File: config.mk
export PLATFORM = sky130hd
export DESIGN_NAME = sorted_insert_writer_flat
export DESIGN_NICKNAME = d
export VERILOG_FILES = /design/src/rtl/sorted_insert_writer_if.sv /design/src/rtl/sorted_insert_writer.sv /design/src/flat_wrapper.sv
export SDC_FILE = /design/constraint.sdc
export NUM_CORES = 1
export LEC_CHECK = 0
export ABC_AREA = 0
export ABC_CLOCK_PERIOD_IN_PS = 6390
export CORE_ASPECT_RATIO = 1.1
export CORE_MARGIN = 10
export CORE_UTILIZATION = 54
export DETAILED_ROUTE_END_ITERATION = 10
export HOLD_SLACK_MARGIN = 0.02
export PLACE_DENSITY = 0.88
export SLEW_MARGIN = 15
export SYNTH_ARGS = -nofsm -noshare
export SYNTH_HDL_FRONTEND = slang
export SYNTH_SLANG_ARGS = --single-unit
File: constraint.sdc
create_clock -name clock -period 6.39 [get_ports clock]
set_clock_uncertainty 0.05 [all_clocks]
set_input_delay 0.639 -clock clock [delete_from_list [all_inputs] [get_ports clock]]
set_output_delay 0.639 -clock clock [all_outputs]
set_load 0.005 [all_outputs]
File: src/rtl/sorted_insert_writer_if.sv
// Request and RAM-port bundle for sorted_insert_writer.
//   master : request side (start/A/clear) plus RAM read data (mem_q)
//   slave  : the writer; returns handshake status, occupancy and RAM controls
interface sorted_insert_writer_if #(
  parameter int unsigned VAL_WIDTH  = 8,
  parameter int unsigned ADDR_WIDTH = 5
);
  logic                  start;
  logic [VAL_WIDTH-1:0]  A;
  logic                  clear;
  logic                  ready;
  logic                  done;
  logic                  reject;
  logic [ADDR_WIDTH:0]   count;
  logic [ADDR_WIDTH-1:0] mem_addr;
  logic [VAL_WIDTH-1:0]  mem_data;
  logic                  mem_wren;
  logic [VAL_WIDTH-1:0]  mem_q;

  modport master (
    output start, A, clear, mem_q,
    input  ready, done, reject, count, mem_addr, mem_data, mem_wren
  );

  modport slave (
    input  start, A, clear, mem_q,
    output ready, done, reject, count, mem_addr, mem_data, mem_wren
  );
endinterface

File: src/rtl/sorted_insert_writer.sv
// Sorted-insert writer: keeps a single-port RAM holding an ascending array.
// Each accepted value is placed by scanning down from the top entry, moving
// larger entries up one slot, then writing the value into the gap.
// Ports:
//   clock   : system clock, all state on rising edge
//   reset_n : asynchronous active-low reset
//   bus     : slave side of sorted_insert_writer_if
//             start/A/clear in, ready/done/reject/count out,
//             mem_addr/mem_data/mem_wren out, mem_q in
// RAM controls are driven combinationally from state; the RAM registers
// them, and the shift write in S_CMP must forward mem_q in the same cycle.
module sorted_insert_writer #(
  parameter int unsigned VAL_WIDTH  = 8,
  parameter int unsigned ADDR_WIDTH = 5
) (
  input  logic                   clock,
  input  logic                   reset_n,
  sorted_insert_writer_if.slave  bus
);

  localparam int unsigned CNT_WIDTH = ADDR_WIDTH + 1;
  localparam logic [CNT_WIDTH-1:0] CAP = CNT_WIDTH'(2 ** ADDR_WIDTH);

  typedef enum logic [2:0] {
    S_IDLE,
    S_RD,
    S_CMP,
    S_PUT,
    S_DONE
  } state_e;

  state_e                state_q, state_d;
  logic [VAL_WIDTH-1:0]  a_q, a_d;
  logic [CNT_WIDTH-1:0]  i_q, i_d;
  logic [CNT_WIDTH-1:0]  count_q, count_d;
  logic                  ready_q, ready_d;
  logic                  done_q, done_d;
  logic                  reject_q, reject_d;

  logic [ADDR_WIDTH-1:0] mem_addr_c;
  logic [VAL_WIDTH-1:0]  mem_data_c;
  logic                  mem_wren_c;

  logic                  shift_c;
  logic                  i_zero_c;
  logic                  full_c;

  // Entry under inspection is larger than the new value: it moves up.
  assign shift_c  = (bus.mem_q > a_q);
  assign i_zero_c = (i_q == '0);
  assign full_c   = (count_q == CAP);

  // State and datapath registers.
  always_ff @(posedge clock or negedge reset_n) begin
    if (!reset_n) begin
      state_q  <= S_IDLE;
      a_q      <= '0;
      i_q      <= '0;
      count_q  <= '0;
      ready_q  <= 1'b1;
      done_q   <= 1'b0;
      reject_q <= 1'b0;
    end else begin
      state_q  <= state_d;
      a_q      <= a_d;
      i_q      <= i_d;
      count_q  <= count_d;
      ready_q  <= ready_d;
      done_q   <= done_d;
      reject_q <= reject_d;
    end
  end

  // Next-state and datapath update; i holds the scan index, then the slot.
  always_comb begin
    state_d = state_q;
    a_d     = a_q;
    i_d     = i_q;
    count_d = count_q;
    case (state_q)
      S_IDLE: begin
        if (bus.clear) begin
          count_d = '0;
        end else if (bus.start && !full_c) begin
          a_d = bus.A;
          if (count_q == '0) begin
            i_d     = '0;
            state_d = S_PUT;
          end else begin
            i_d     = count_q - CNT_WIDTH'(1);
            state_d = S_RD;
          end
        end
      end
      S_RD: begin
        state_d = S_CMP;
      end
      S_CMP: begin
        if (shift_c) begin
          if (i_zero_c) begin
            i_d     = '0;
            state_d = S_PUT;
          end else begin
            i_d     = i_q - CNT_WIDTH'(1);
            state_d = S_RD;
          end
        end else begin
          // Equal entries stop the scan, so duplicates stay in arrival order.
          i_d     = i_q + CNT_WIDTH'(1);
          state_d = S_PUT;
        end
      end
      S_PUT: begin
        count_d = count_q + CNT_WIDTH'(1);
        state_d = S_DONE;
      end
      S_DONE: begin
        state_d = S_IDLE;
      end
      default: begin
        state_d = S_IDLE;
      end
    endcase
  end

  // RAM controls for the current state and next values of the status flags.
  always_comb begin
    mem_addr_c = '0;
    mem_data_c = '0;
    mem_wren_c = 1'b0;
    ready_d    = (state_d == S_IDLE);
    done_d     = (state_d == S_DONE);
    reject_d   = (state_q == S_IDLE) && !bus.clear && bus.start && full_c;
    case (state_q)
      S_RD: begin
        mem_addr_c = i_q[ADDR_WIDTH-1:0];
      end
      S_CMP: begin
        if (shift_c) begin
          mem_addr_c = ADDR_WIDTH'(i_q + CNT_WIDTH'(1));
          mem_data_c = bus.mem_q;
          mem_wren_c = 1'b1;
        end
      end
      S_PUT: begin
        mem_addr_c = i_q[ADDR_WIDTH-1:0];
        mem_data_c = a_q;
        mem_wren_c = 1'b1;
      end
      default: begin
        mem_addr_c = '0;
      end
    endcase
  end

  assign bus.ready    = ready_q;
  assign bus.done     = done_q;
  assign bus.reject   = reject_q;
  assign bus.count    = count_q;
  assign bus.mem_addr = mem_addr_c;
  assign bus.mem_data = mem_data_c;
  assign bus.mem_wren = mem_wren_c;

endmodule

File: src/flat_wrapper.sv
// flat-port wrapper written by rule: the top's interface ports become plain ports
module sorted_insert_writer_flat 
#(
  parameter int unsigned VAL_WIDTH  = 8,
  parameter int unsigned ADDR_WIDTH = 5
)
  (clock, reset_n, bus_start, bus_A, bus_clear, bus_mem_q, bus_ready, bus_done, bus_reject, bus_count, bus_mem_addr, bus_mem_data, bus_mem_wren);
  sorted_insert_writer_if #(.VAL_WIDTH(VAL_WIDTH), .ADDR_WIDTH(ADDR_WIDTH)) bus_i ();
  input  logic clock;
  input  logic reset_n;
  input wire logic [$bits(bus_i.start)-1:0] bus_start;
  input wire logic [$bits(bus_i.A)-1:0] bus_A;
  input wire logic [$bits(bus_i.clear)-1:0] bus_clear;
  input wire logic [$bits(bus_i.mem_q)-1:0] bus_mem_q;
  output wire logic [$bits(bus_i.ready)-1:0] bus_ready;
  output wire logic [$bits(bus_i.done)-1:0] bus_done;
  output wire logic [$bits(bus_i.reject)-1:0] bus_reject;
  output wire logic [$bits(bus_i.count)-1:0] bus_count;
  output wire logic [$bits(bus_i.mem_addr)-1:0] bus_mem_addr;
  output wire logic [$bits(bus_i.mem_data)-1:0] bus_mem_data;
  output wire logic [$bits(bus_i.mem_wren)-1:0] bus_mem_wren;
  assign bus_i.start = bus_start;
  assign bus_i.A = bus_A;
  assign bus_i.clear = bus_clear;
  assign bus_i.mem_q = bus_mem_q;
  assign bus_ready = bus_i.ready;
  assign bus_done = bus_i.done;
  assign bus_reject = bus_i.reject;
  assign bus_count = bus_i.count;
  assign bus_mem_addr = bus_i.mem_addr;
  assign bus_mem_data = bus_i.mem_data;
  assign bus_mem_wren = bus_i.mem_wren;
  sorted_insert_writer #(.VAL_WIDTH(VAL_WIDTH), .ADDR_WIDTH(ADDR_WIDTH)) u_core (.clock(clock), .reset_n(reset_n), .bus(bus_i));
endmodule
; Word-level counts from Yosys, hierarchy flattened
; Index checks and enable logic that the tools add are counted.
[totals]
register_bits = 26
latchBits = 0
mem_bits_rw = 0
mem_bits_ro = 0
output_inout_bits = 23
wordCells = 57
mem_count = 0
[classes]
addsub = 4
multipliers = 0
div_mod_pow = 0
n_lt_le_gt_ge = 1
eq_ne = 8
n_shift = 0
n_mux = 20
bitwise = 1
n_reduce_logical = 16
[ops]
columns = op, count
row1 = $mux W6, 6
row2 = $pmux W6 S2, 2
row3 = $pmux W8 S2, 1
row4 = $add A6 B1 Y6 const B, 2
row5 = $logic_not A6 Y1, 2
row6 = $pmux W3 S4, 1
row7 = $sub A6 B1 Y6 const B, 2
row8 = $pmux W5 S2, 1
row9 = $gt A8 B8 Y1, 1
row10 = $mux W8, 1
row11 = $eq A3 B2 Y1 const B, 2
row12 = $eq A6 B6 Y1 const B, 1
row13 = $logic_not A3 Y1, 2
row14 = $mux W2, 3
row15 = $mux W3, 2
row16 = $reduce_and A3 Y1, 2
row17 = $mux W5, 1
row18 = $logic_and A1 B1 Y1, 4
row19 = $ne A2 B2 Y1 const B, 2
row20 = $reduce_bool A2 Y1, 2
row21 = $eq A3 B1 Y1 const B, 1
row22 = $eq A3 B3 Y1 const B, 1
row23 = $logic_not A1 Y1, 2
row24 = $ne A2 B1 Y1 const B, 1
row25 = other kinds (5), 5

; Logic depth before layout (Yosys ltp)
[depth]
ltp_word = 7
depth_mapped = 9
ltp_nobuf = 8

; Least setup slack after synthesis
; OpenSTA, ideal clock, no wires.
[synth_path]
kind = input port to output port
startpoint = in bus_mem_q[7]
endpoint = out bus_mem_addr[2]
arrival_ns = 2.148
setup_slack_ns = 3.553
path_stages = 8
cell_sequence = ha_1 > nand4_1 > nor2_1 > a211o_1 > a21oi_2 > buf_2 > nand2_1 > mux2i_1
[synth_via]
elab_chain_cells = 3
[synth_rtl]
columns = item, line_no
row1 = from (decl), flat_wrapper.sv:14  ; input wire logic [$bits(bus_i.mem_q)-1:0] bus_mem_q;
row2 = $gt A8 B8 Y1, sorted_insert_writer.sv:49  ; assign shift_c = (bus.mem_q > a_q);
row3 = $mux W5, sorted_insert_writer.sv:139  ; if (shift_c) begin
row4 = $pmux W5 S2, sorted_insert_writer.sv:134  ; case (state_q)
row5 = to (decl), flat_wrapper.sv:19  ; output wire logic [$bits(bus_i.mem_addr)-1:0] bus_mem_addr;
; Every way passes these cells.

; Final worst setup path
; Ends and elaborated chain as after synthesis.

==> metrics <==
status finished clean; initial antenna violation count 0; sequential area share after synthesis 0.345; commonest cells after routing, fill and taps aside clkdlybuf4s50_1, o21ai_0, nand2_1, dfrtp_1, inv_1; via count 1,843; Final GP Congestion 0.925; total CTS buffers 3; Tot Pwr 1.02 mW; worst hold slack 485 ps; cell family with most CP delay compound AO/OA/AOI/OAI gates; power share of the combinational group 0.589; crit start category primary input; fin crit period 4140 ps; Pint 0.573 mW; number of iterations in the first detailed-routing pass 4; Nets 301; DR WL/cell 15.1 µm; mux contribution to synthesized area 0.0172; hold path start u_core.a_q[0]$_DFFE_PN0P_; Synth Area in Simple Gates 0.218; area grow syn2layout 24.7%; clk_lat worst skew 340 ps; Starting Density 0.563; Core Area 0.00336 mm²; syn nets 265; YS warnings 0; vias in the first global route 1,799; PwrDens 434 mW/mm²; DP Wirelength 3590 µm; R2R Setup Slk 3980 ps; die width 76.4 µm; sw frac 0.440; global-route wire length before repair 8090 µm; worst-path cell chain clkdlybuf4s50_1, ha_1, nand2_1, o21ai_0, o21ai_0, a21oi_2, a21oi_1, mux2i_1, clkdlybuf4s50_1; Sink Count 26; initial drt markers 132; sequential share of power 0.296; GRT overflow 0; Worst EP required 5700 ps; max-slew violations 0; layout cells sized above 1 0.0448; # setup viols final 0; Crit path buffers/inverters 2; setup bufs post-CTS 0; CTS tree yes; main combinational cell family by area after synthesis compound AO/OA/AOI/OAI gates; ANT cells 0; post-cts sizing count 0; WL final 4780 µm; input/output buffers 42; RSZ-0062 raised after global routing false; critical path endpoint category primary output; commonest register cell after synthesis dfrtp_1; worst-margin pin slew 665 ps; RR Startpoint u_core.a_q[7]$_DFFE_PN0P_; crit-path max FO 15; Setup crit start bus_mem_q[7]; ANT nets after route 0; Adder-Cell Fraction of Synth Area 0.0794; Mapped Cells 233; root buffer cell clkbuf_4; number of remaining DRC errors 0; worst hold-check path type reg -> reg; leading cell type in the layout, fill and taps excluded clkdlybuf4s50_1; DIE HEIGHT 82.1 µm; Clock Path Buffers 2; Largest stage delay, worst path 600 ps; Yosys reg bits 26; Tot GR Track Use 0.155; LEAKAGE 0.996 nW; asr flop ratio synth 1.00; Setup CP Type in -> out; CP max-delay cell a21oi_2; Synth Area per Inst 8.12 µm²; Tcrit/Tclk final 0.649; Max Freq 0.241 GHz; fillers 274; Setup TNS Final 0 ps; Post-synth EDFFs 0; max-cap viol count 0; endpoints failing hold 0; Worst Path Arrival 3460 ps; die area 0.00627 mm²; largest net degree at the start of global routing 27; Rows 22; Relative slew margins 0.554; clock-pin slew on the worst setup and hold paths 150 ps; H-Tree Depth 1; Compound-Gate Fraction of Synth Area 0.259; switching pwr 0.451 mW; post-synthesis cell type count 47; xor/xnor share of the synthesized area 0.00926; Max VDD drop 0.000239 V; Synth Cell Area 0.00189 mm²; Clock Power Share 0.115; IO Pins 43; # hold bufs at CTS 0; Vias/cell 5.83
-- routing by layer --
layer / global-route usage / up-vias / routed length [µm]
li1: - / 910 / -
met1: 0.177 / 867 / 2090
met2: 0.264 / 57 / 2210
met3: 0.0502 / 9 / 392
met4: 0.0688 / 0 / 85
met5: 0 / - / 0
-- path summary, 6_finish.rpt --
kind	cells past startpoint	endpoint
min reg2reg	1	u_core.a_q[0]$_DFFE_PN0P_
max in group asynchronous	2	u_core.bus.ready$_DFF_PN1_
max reg2reg	8	u_core.i_q[2]$_DFFE_PN0P_
min	1	u_core.a_q[0]$_DFFE_PN0P_
min in group asynchronous	2	u_core.bus.done$_DFF_PN0_
max	9	bus_mem_addr[2]
-- logic make-up (layout without fill, tap and decap cells) --
| group | Yosys count | after routing |
|---|---|---|
| simple gates | 82 | 82 |
| compound gates | 79 | 79 |
| buf+inv | 29 | 64 |
| flops | 26 | 26 |
| fa+ha+maj | 12 | 12 |
| mux | 3 | 3 |
| xor+xnor | 2 | 2 |
-- synth_stat cells, types with 2 or more instances --
cell type / n / share of area
o22ai_1: 2 / 0.0066
ha_1: 12 / 0.079
and3_1: 2 / 0.0066
inv_1: 17 / 0.034
a211o_1: 2 / 0.0093
nor2_1: 13 / 0.026
buf_2: 5 / 0.013
nor3_1: 6 / 0.016
buf_6: 2 / 0.012
a21oi_1: 14 / 0.037
nor3b_1: 2 / 0.0079
o21a_1: 2 / 0.0079
nand3_1: 5 / 0.013
and2_1: 4 / 0.013
xnor2_1: 2 / 0.0093
nor4_1: 3 / 0.0099
nand2_1: 33 / 0.065
or4_1: 2 / 0.0079
a211oi_1: 3 / 0.012
buf_4: 2 / 0.0079
nor2b_1: 3 / 0.0099
clkbuf_1: 3 / 0.0060
o31ai_1: 2 / 0.0079
a21oi_2: 2 / 0.0093
a22o_1: 4 / 0.019
dfrtp_1: 25 / 0.33
a21o_1: 2 / 0.0079
o21ai_0: 36 / 0.095
nand4_1: 5 / 0.017
-- layout make-up --
cell class | instances | area [µm²] | area share
multi-input cells | 178 | 1100 | 0.467
flip-flops and latches | 26 | 652 | 0.276
repair buffers | 43 | 428 | 0.181
inverters | 17 | 63.8 | 0.0271
well taps | 48 | 60.1 | 0.0255
clock inverters | 1 | 30.0 | 0.0127
clock buffers | 3 | 22.5 | 0.00955
-- per-stage QoR --
stage / util / setup WS, ps / area [µm²] / std cells
after floorplan: - / 3550 / 1890 / 233
after global placement: 0.687 / 2370 / 2310 / 312
after detailed placement: 0.687 / 2240 / 2310 / 312
after CTS: 0.702 / 2230 / 2360 / 316
after global routing: 0.702 / 1970 / 2360 / 316
final: 0.702 / 2250 / 2360 / 316
-- flip-flops by register name, indices dropped and copies added (netlist names) --
signal / count
u_core.a_q: 8
u_core.bus.count: 6
u_core.bus.done: 1
u_core.bus.ready: 1
u_core.bus.reject: 1
u_core.i_q: 6
u_core.state_q: 3
-- power groups by stage --
stage	sequential [mW]	clock (mW)	combinational, mW
after floorplan	0.270	0	0.422
after global placement	0.302	0	0.586
after detailed placement	0.304	0	0.595
after CTS	0.301	0.120	0.601
after global routing	0.312	0.126	0.686
final	0.303	0.118	0.603
No activity file was read; power rests on OpenSTA's default activity.
